--- config.mk ---
export PLATFORM = sky130hd
export DESIGN_NAME = serial_subtractor_ctrl
export DESIGN_NICKNAME = d
export VERILOG_FILES = /design/src/rtl/serial_subtractor_ctrl.sv
export SDC_FILE = /design/constraint.sdc
export NUM_CORES = 1
export LEC_CHECK = 0
export CAP_MARGIN = 20
export CORE_MARGIN = 4
export CORE_UTILIZATION = 52
export CTS_CLUSTER_SIZE = 10
export DETAILED_ROUTE_END_ITERATION = 8
export MAX_ROUTING_LAYER = met4
export PLACE_DENSITY = 0.79
export SYNTH_ARGS = -nofsm -noshare
export SYNTH_HDL_FRONTEND = slang
export SYNTH_SLANG_ARGS = --single-unit
--- constraint.sdc ---
create_clock -name clk -period 1.8 [get_ports clk]
set_input_delay 0.27 -clock clk [delete_from_list [all_inputs] [get_ports clk]]
set_output_delay 0.27 -clock clk [all_outputs]
set_load 0.05 [all_outputs]
--- src/rtl/serial_subtractor_ctrl.sv ---
`default_nettype none
// ============================================================================
//  Module      : serial_subtractor_ctrl
//  Description : Bit-serial N-bit subtractor (diff = a - b, LSB first) built
//                on one full-subtractor cell, with start/busy/done handshake.
//  Revision    : 1.0 - initial release
// ============================================================================

// ----------------------------------------------------------------------------
//  Half-subtractor cell: d = x ^ y, borrow = ~x & y
// ----------------------------------------------------------------------------
module serial_subtractor_half (
    input  logic i_x,
    input  logic i_y,
    output logic o_d,
    output logic o_b
);
    assign o_d = i_x ^ i_y;
    assign o_b = ~i_x & i_y;
endmodule

// ----------------------------------------------------------------------------
//  Top-level controller
// ----------------------------------------------------------------------------
module serial_subtractor_ctrl #(
    parameter int WIDTH = 8
) (
    input  logic             clk,
    input  logic             rst_n,
    input  logic             start,
    input  logic [WIDTH-1:0] a_in,
    input  logic [WIDTH-1:0] b_in,
    output logic             busy,
    output logic             done,
    output logic [WIDTH-1:0] diff_out,
    output logic             borrow_out
);
    localparam int             CNT_W  = $clog2(WIDTH);
    localparam logic [CNT_W-1:0] c_LAST = CNT_W'(WIDTH - 1);

    typedef enum logic [1:0] {
        S_IDLE  = 2'd0,
        S_SHIFT = 2'd1,
        S_DONE  = 2'd2
    } state_t;

    state_t           r_state;
    state_t           w_next;

    logic [WIDTH-1:0] r_a_sr;
    logic [WIDTH-1:0] r_b_sr;
    logic [WIDTH-1:0] r_res;
    logic [CNT_W-1:0] r_cnt;
    logic             r_brw;

    logic             w_accept;
    logic             w_last;
    logic             w_d1;
    logic             w_b1;
    logic             w_d;
    logic             w_b2;
    logic             w_brw_next;
    logic [WIDTH-1:0] w_res_next;

    // ------------------------------------------------------------------------
    //  Full-subtractor bit cell from two half-subtractors plus an OR
    // ------------------------------------------------------------------------
    serial_subtractor_half u_hs_ab (
        .i_x (r_a_sr[0]),
        .i_y (r_b_sr[0]),
        .o_d (w_d1),
        .o_b (w_b1)
    );

    serial_subtractor_half u_hs_brw (
        .i_x (w_d1),
        .i_y (r_brw),
        .o_d (w_d),
        .o_b (w_b2)
    );

    assign w_brw_next = w_b1 | w_b2;
    assign w_res_next = {w_d, r_res[WIDTH-1:1]};

    assign w_accept   = (r_state == S_IDLE) && start;
    assign w_last     = (r_state == S_SHIFT) && (r_cnt == c_LAST);

    // ------------------------------------------------------------------------
    //  FSM state register
    // ------------------------------------------------------------------------
    always_ff @(posedge clk or negedge rst_n) begin
        if (!rst_n) begin
            r_state <= S_IDLE;
        end else begin
            r_state <= w_next;
        end
    end

    // ------------------------------------------------------------------------
    //  FSM next-state and handshake outputs
    // ------------------------------------------------------------------------
    always_comb begin
        w_next = r_state;
        busy   = 1'b0;
        done   = 1'b0;
        case (r_state)
            S_IDLE: begin
                if (start) begin
                    w_next = S_SHIFT;
                end
            end
            S_SHIFT: begin
                busy = 1'b1;
                if (r_cnt == c_LAST) begin
                    w_next = S_DONE;
                end
            end
            S_DONE: begin
                done   = 1'b1;
                w_next = S_IDLE;
            end
            default: begin
                w_next = S_IDLE;
            end
        endcase
    end

    // ------------------------------------------------------------------------
    //  Datapath: operand shift registers, borrow, counter, partial result
    // ------------------------------------------------------------------------
    always_ff @(posedge clk or negedge rst_n) begin
        if (!rst_n) begin
            r_a_sr <= '0;
            r_b_sr <= '0;
            r_res  <= '0;
            r_cnt  <= '0;
            r_brw  <= 1'b0;
        end else if (w_accept) begin
            r_a_sr <= a_in;
            r_b_sr <= b_in;
            r_res  <= '0;
            r_cnt  <= '0;
            r_brw  <= 1'b0;
        end else if (r_state == S_SHIFT) begin
            r_a_sr <= {1'b0, r_a_sr[WIDTH-1:1]};
            r_b_sr <= {1'b0, r_b_sr[WIDTH-1:1]};
            r_res  <= w_res_next;
            r_brw  <= w_brw_next;
            if (!w_last) begin
                r_cnt <= r_cnt + 1'b1;
            end
        end
    end

    // Published result only changes on the final bit, so partial words never leak
    always_ff @(posedge clk or negedge rst_n) begin
        if (!rst_n) begin
            diff_out   <= '0;
            borrow_out <= 1'b0;
        end else if (w_last) begin
            diff_out   <= w_res_next;
            borrow_out <= w_brw_next;
        end
    end

endmodule
`default_nettype wire

==> results by group <==
Routing
  – Wire per inst: 17.0 um
  – Via/cell ratio: around 5.8
  – Antenna-violating nets left: 0
  – Post-route DRC violation count: 0
  – DR vias: ~1300
  – Detailed Route WL: 3800 um
  – Initial drt markers: about 110
  – DR pass1 iterations: 4

Worst setup path
  – CP Buf/Inv Count: 2
  – Setup crit start kind: flip-flop
  – Crit-path max FO: 7
  – Max incr delay on CP: 500 ps
  – Worst Path Arrival: 1410 ps
  – Crit path cell chain: buf_4 > nor2_1 > buf_12
  – Critical path capture point type: primary output
  – Slowest CP cell: dfrtp_2
  – Crit path required time: roughly 1500 ps
  – Setup CP Type: reg2out
  – Top Family by Delay on Critical Path: flip-flops

Outcome
  – Status: finished, final reports clean

Power and ir drop
  – P_sw: between 1.5 and 2 mW
  – Static Leakage: 1.01 nW
  – Power Total: 3.95 mW
  – Sequential Power Share: 0.386
  – Switching power share of the total: 0.388
  – Combinational power share: 0.421
  – Worst vdd rail ir drop: 731 uV
  – Internal Power: about 2.4 mW
  – Power per cell area: 1800 nW/um^2
  – Clock network power share: 0.194

Yosys
  – Synth warnings: 0
  – Unique masters post-synth: 29
  – Synthesized cell area: around 1800 um^2
  – Syn Inst Count: 144
  – Avg Synthesized Cell Area: 12.2 um^2
  – Seq cells post-synth: 38
  – Mapped Nets: 166
  – Register area share after synthesis: 0.542

GRT
  – First-pass GRT wire length: 6350 um
  – Total track usage: 0.200
  – Initial antenna violation count: 0
  – Largest net degree at the start of global routing: 39
  – Vias in the first global route: between 1000 and 1500
  – Overflow after GRT: 0

Timing
  – Worst Setup Slack, final: roughly 120 ps
  – Final Cycle Share: 0.933
  – Sum Neg Setup Slack: 0 ps
  – FMAX: 596 MHz
  – Normalized max-slew margin: 0.675
  – Fin. Hold Viols: 0
  – Unrepaired setup endpoints after global routing: no
  – Minimum clock period: 1680 ps
  – Worst Skew: 15.2 ps
  – Max-slew violations: 0
  – Pin slew with the least headroom to its limit: 490 ps
  – # setup viols final: 0

Layout
  – Antenna cell count: 0
  – Post-layout util: 0.702
  – # nets final: ~200
  – Area grow syn2layout: 25.3%
  – Final cell count without fillers: 224
  – Share of layout cells above drive strength 1: 0.222

Placed design
  – Placed insts: about 210
  – Dpl hpwl: 2590 um
  – Placer congestion estimate: 0.865
  – I/O Buffers: 29
  – Post-place setup slack: 186 ps

Clock network
  – Hold_buf cts: 0
  – TritonCTS Buffers: 5
  – Clock latency on the worst-skew pair: 360 ps
  – Clock sinks: 38
  – CTS H-tree depth: 2
  – Clk buf depth: 2
  – Root Driver: clkbuf_4
  – Clock Pin Slew Worst Setup and Hold Paths: 120 ps
  – CTS tree: done

Floorplan
  – Starting Density: 0.560
  – Cell Rows: 20
  – Core Region: approximately 3100 um^2
  – Die Height: 66.1 um
  – Top Ports: 30
  – Die width: 66.1 um
  – Die Footprint: 4360 um^2

Worst hold path
  – Hold WC Path Type: in2async

Job
  – Max Cap Viol: 0
## power groups by stage
stage | Clock [mW] | Combinational, mW | Sequential [mW]
floorplan | 0 | 1.02 | 1.72
global placement | 0 | 1.59 | 1.51
detailed placement | 0 | 1.67 | 1.54
CTS | 0.771 | 1.65 | 1.53
global route | 0.803 | 1.81 | 1.57
finish | 0.765 | 1.66 | 1.52
## per-stage QoR
step	hold slack, ps	cell area, um^2
6_report	325	2200
5_1_grt	352	2200
4_1_cts	334	2170
3_5_place_dp	485	2060
3_3_place_gp	477	2060
2_1_floorplan	-25.6	1750
## layout make-up
class                      instances  area [um^2]
clock buffer                       6         51.3
timing repair buffer              39          374
inverter                           6         22.5
fill                             227          931
clock inverter                     2         60.1
sequential                        38          953
multi-input combinational         89          681
tap                               44         55.1
## path summary, 6_finish.rpt
kind                            depth (start not counted)  slack, ps                 endpoint                    from
max in group asynchronous                               2       1100   r_state[0]$_DFFE_PN0P_                   rst_n
worst min-delay path                                    2        330     r_res[1]$_DFFE_PN0P_                   rst_n
worst min register to register                          2        520   borrow_out$_DFFE_PN0P_  borrow_out$_DFFE_PN0P_
worst max register to register                          4        170  diff_out[0]$_DFFE_PN0P_    r_cnt[0]$_DFFE_PN0P_
min in group clk                                        3        450    r_a_sr[7]$_DFFE_PN0P_                 a_in[7]
worst max-delay path                                    3        120                     done  r_state[0]$_DFFE_PN0P_
## cell families (layout without fill, tap and decap cells)
group                      count (synthesis)  after routing  synth area share
muxes                                      8              8            0.0664
DFF                                       38             38             0.542
buffers and inverters                     17             53            0.0707
adders and majority gates                  3              3            0.0257
and+or+nand+nor                           21             21            0.0807
AOI/OAI and AO/OA                         57             57             0.214
## flip-flops by register name (all words and copies together), names as in the netlist
| signal | count |
|---|---|
| r_brw | 1 |
| r_state | 2 |
| diff_out | 8 |
| r_res | 7 |
| r_b_sr | 8 |
| r_a_sr | 8 |
| borrow_out | 1 |
| r_cnt | 3 |
## synth_stat cells
library cell  instances  share of area
dfrtp_1              38           0.54
o22ai_1              24          0.086
a21oi_1              14          0.040
a22o_1                7          0.035
mux2_4                7          0.060
o21ai_0               7          0.020
nand2_1               6          0.013
buf_4                 5          0.021
buf_6                 4          0.026
inv_1                 4         0.0086
nand2b_1              3          0.011
ha_1                  2          0.014
inv_2                 2         0.0043
nand3b_1              2         0.0086
nor2_1                2         0.0043
nor2_4                2          0.013
nor3b_1               2         0.0086
o221a_2               2          0.013
a2bb2oi_1             1         0.0050
buf_2                 1         0.0029
clkbuf_8              1         0.0078
fa_1                  1          0.011
mux2_2                1         0.0064
nand2b_2              1         0.0050
nand3_1               1         0.0029
nand3b_4              1          0.011
nor2b_1               1         0.0036
o21bai_4              1          0.011
o311ai_1              1         0.0050
## per-layer routing
| layer | GRT usage | vias to the layer above | part of all wire |
|---|---|---|---|
| li1 | - | 601 | - |
| met1 | 0.241 | 626 | 0.43 |
| met2 | 0.324 | 60 | 0.50 |
| met3 | 0.0561 | 9 | 0.053 |
| met4 | 0.0660 | 0 | 0.025 |
| met5 | - | - | 0 |
## cells in the final DEF (no fill, tap or decap), types with 4 or more instances in the layout
cell type / count
dfrtp_1: 36
o22ai_1: 24
clkdlybuf4s50_1: 18
a21oi_1: 14
buf_4: 10
dlygate4sd2_1: 9
mux2_4: 7
o21ai_0: 7
a22o_1: 7
nand2_1: 6
clkbuf_4: 5
inv_1: 4
## what timing repair did
item | 4_1_cts | 5_1_grt
resized for setup | 11 | 1
pin swaps | 0 | 0
setup buffers | 0 | 4
endpoints found under the setup margin | 10 | 2
Note: power is estimated with default switching activity, not from simulation.
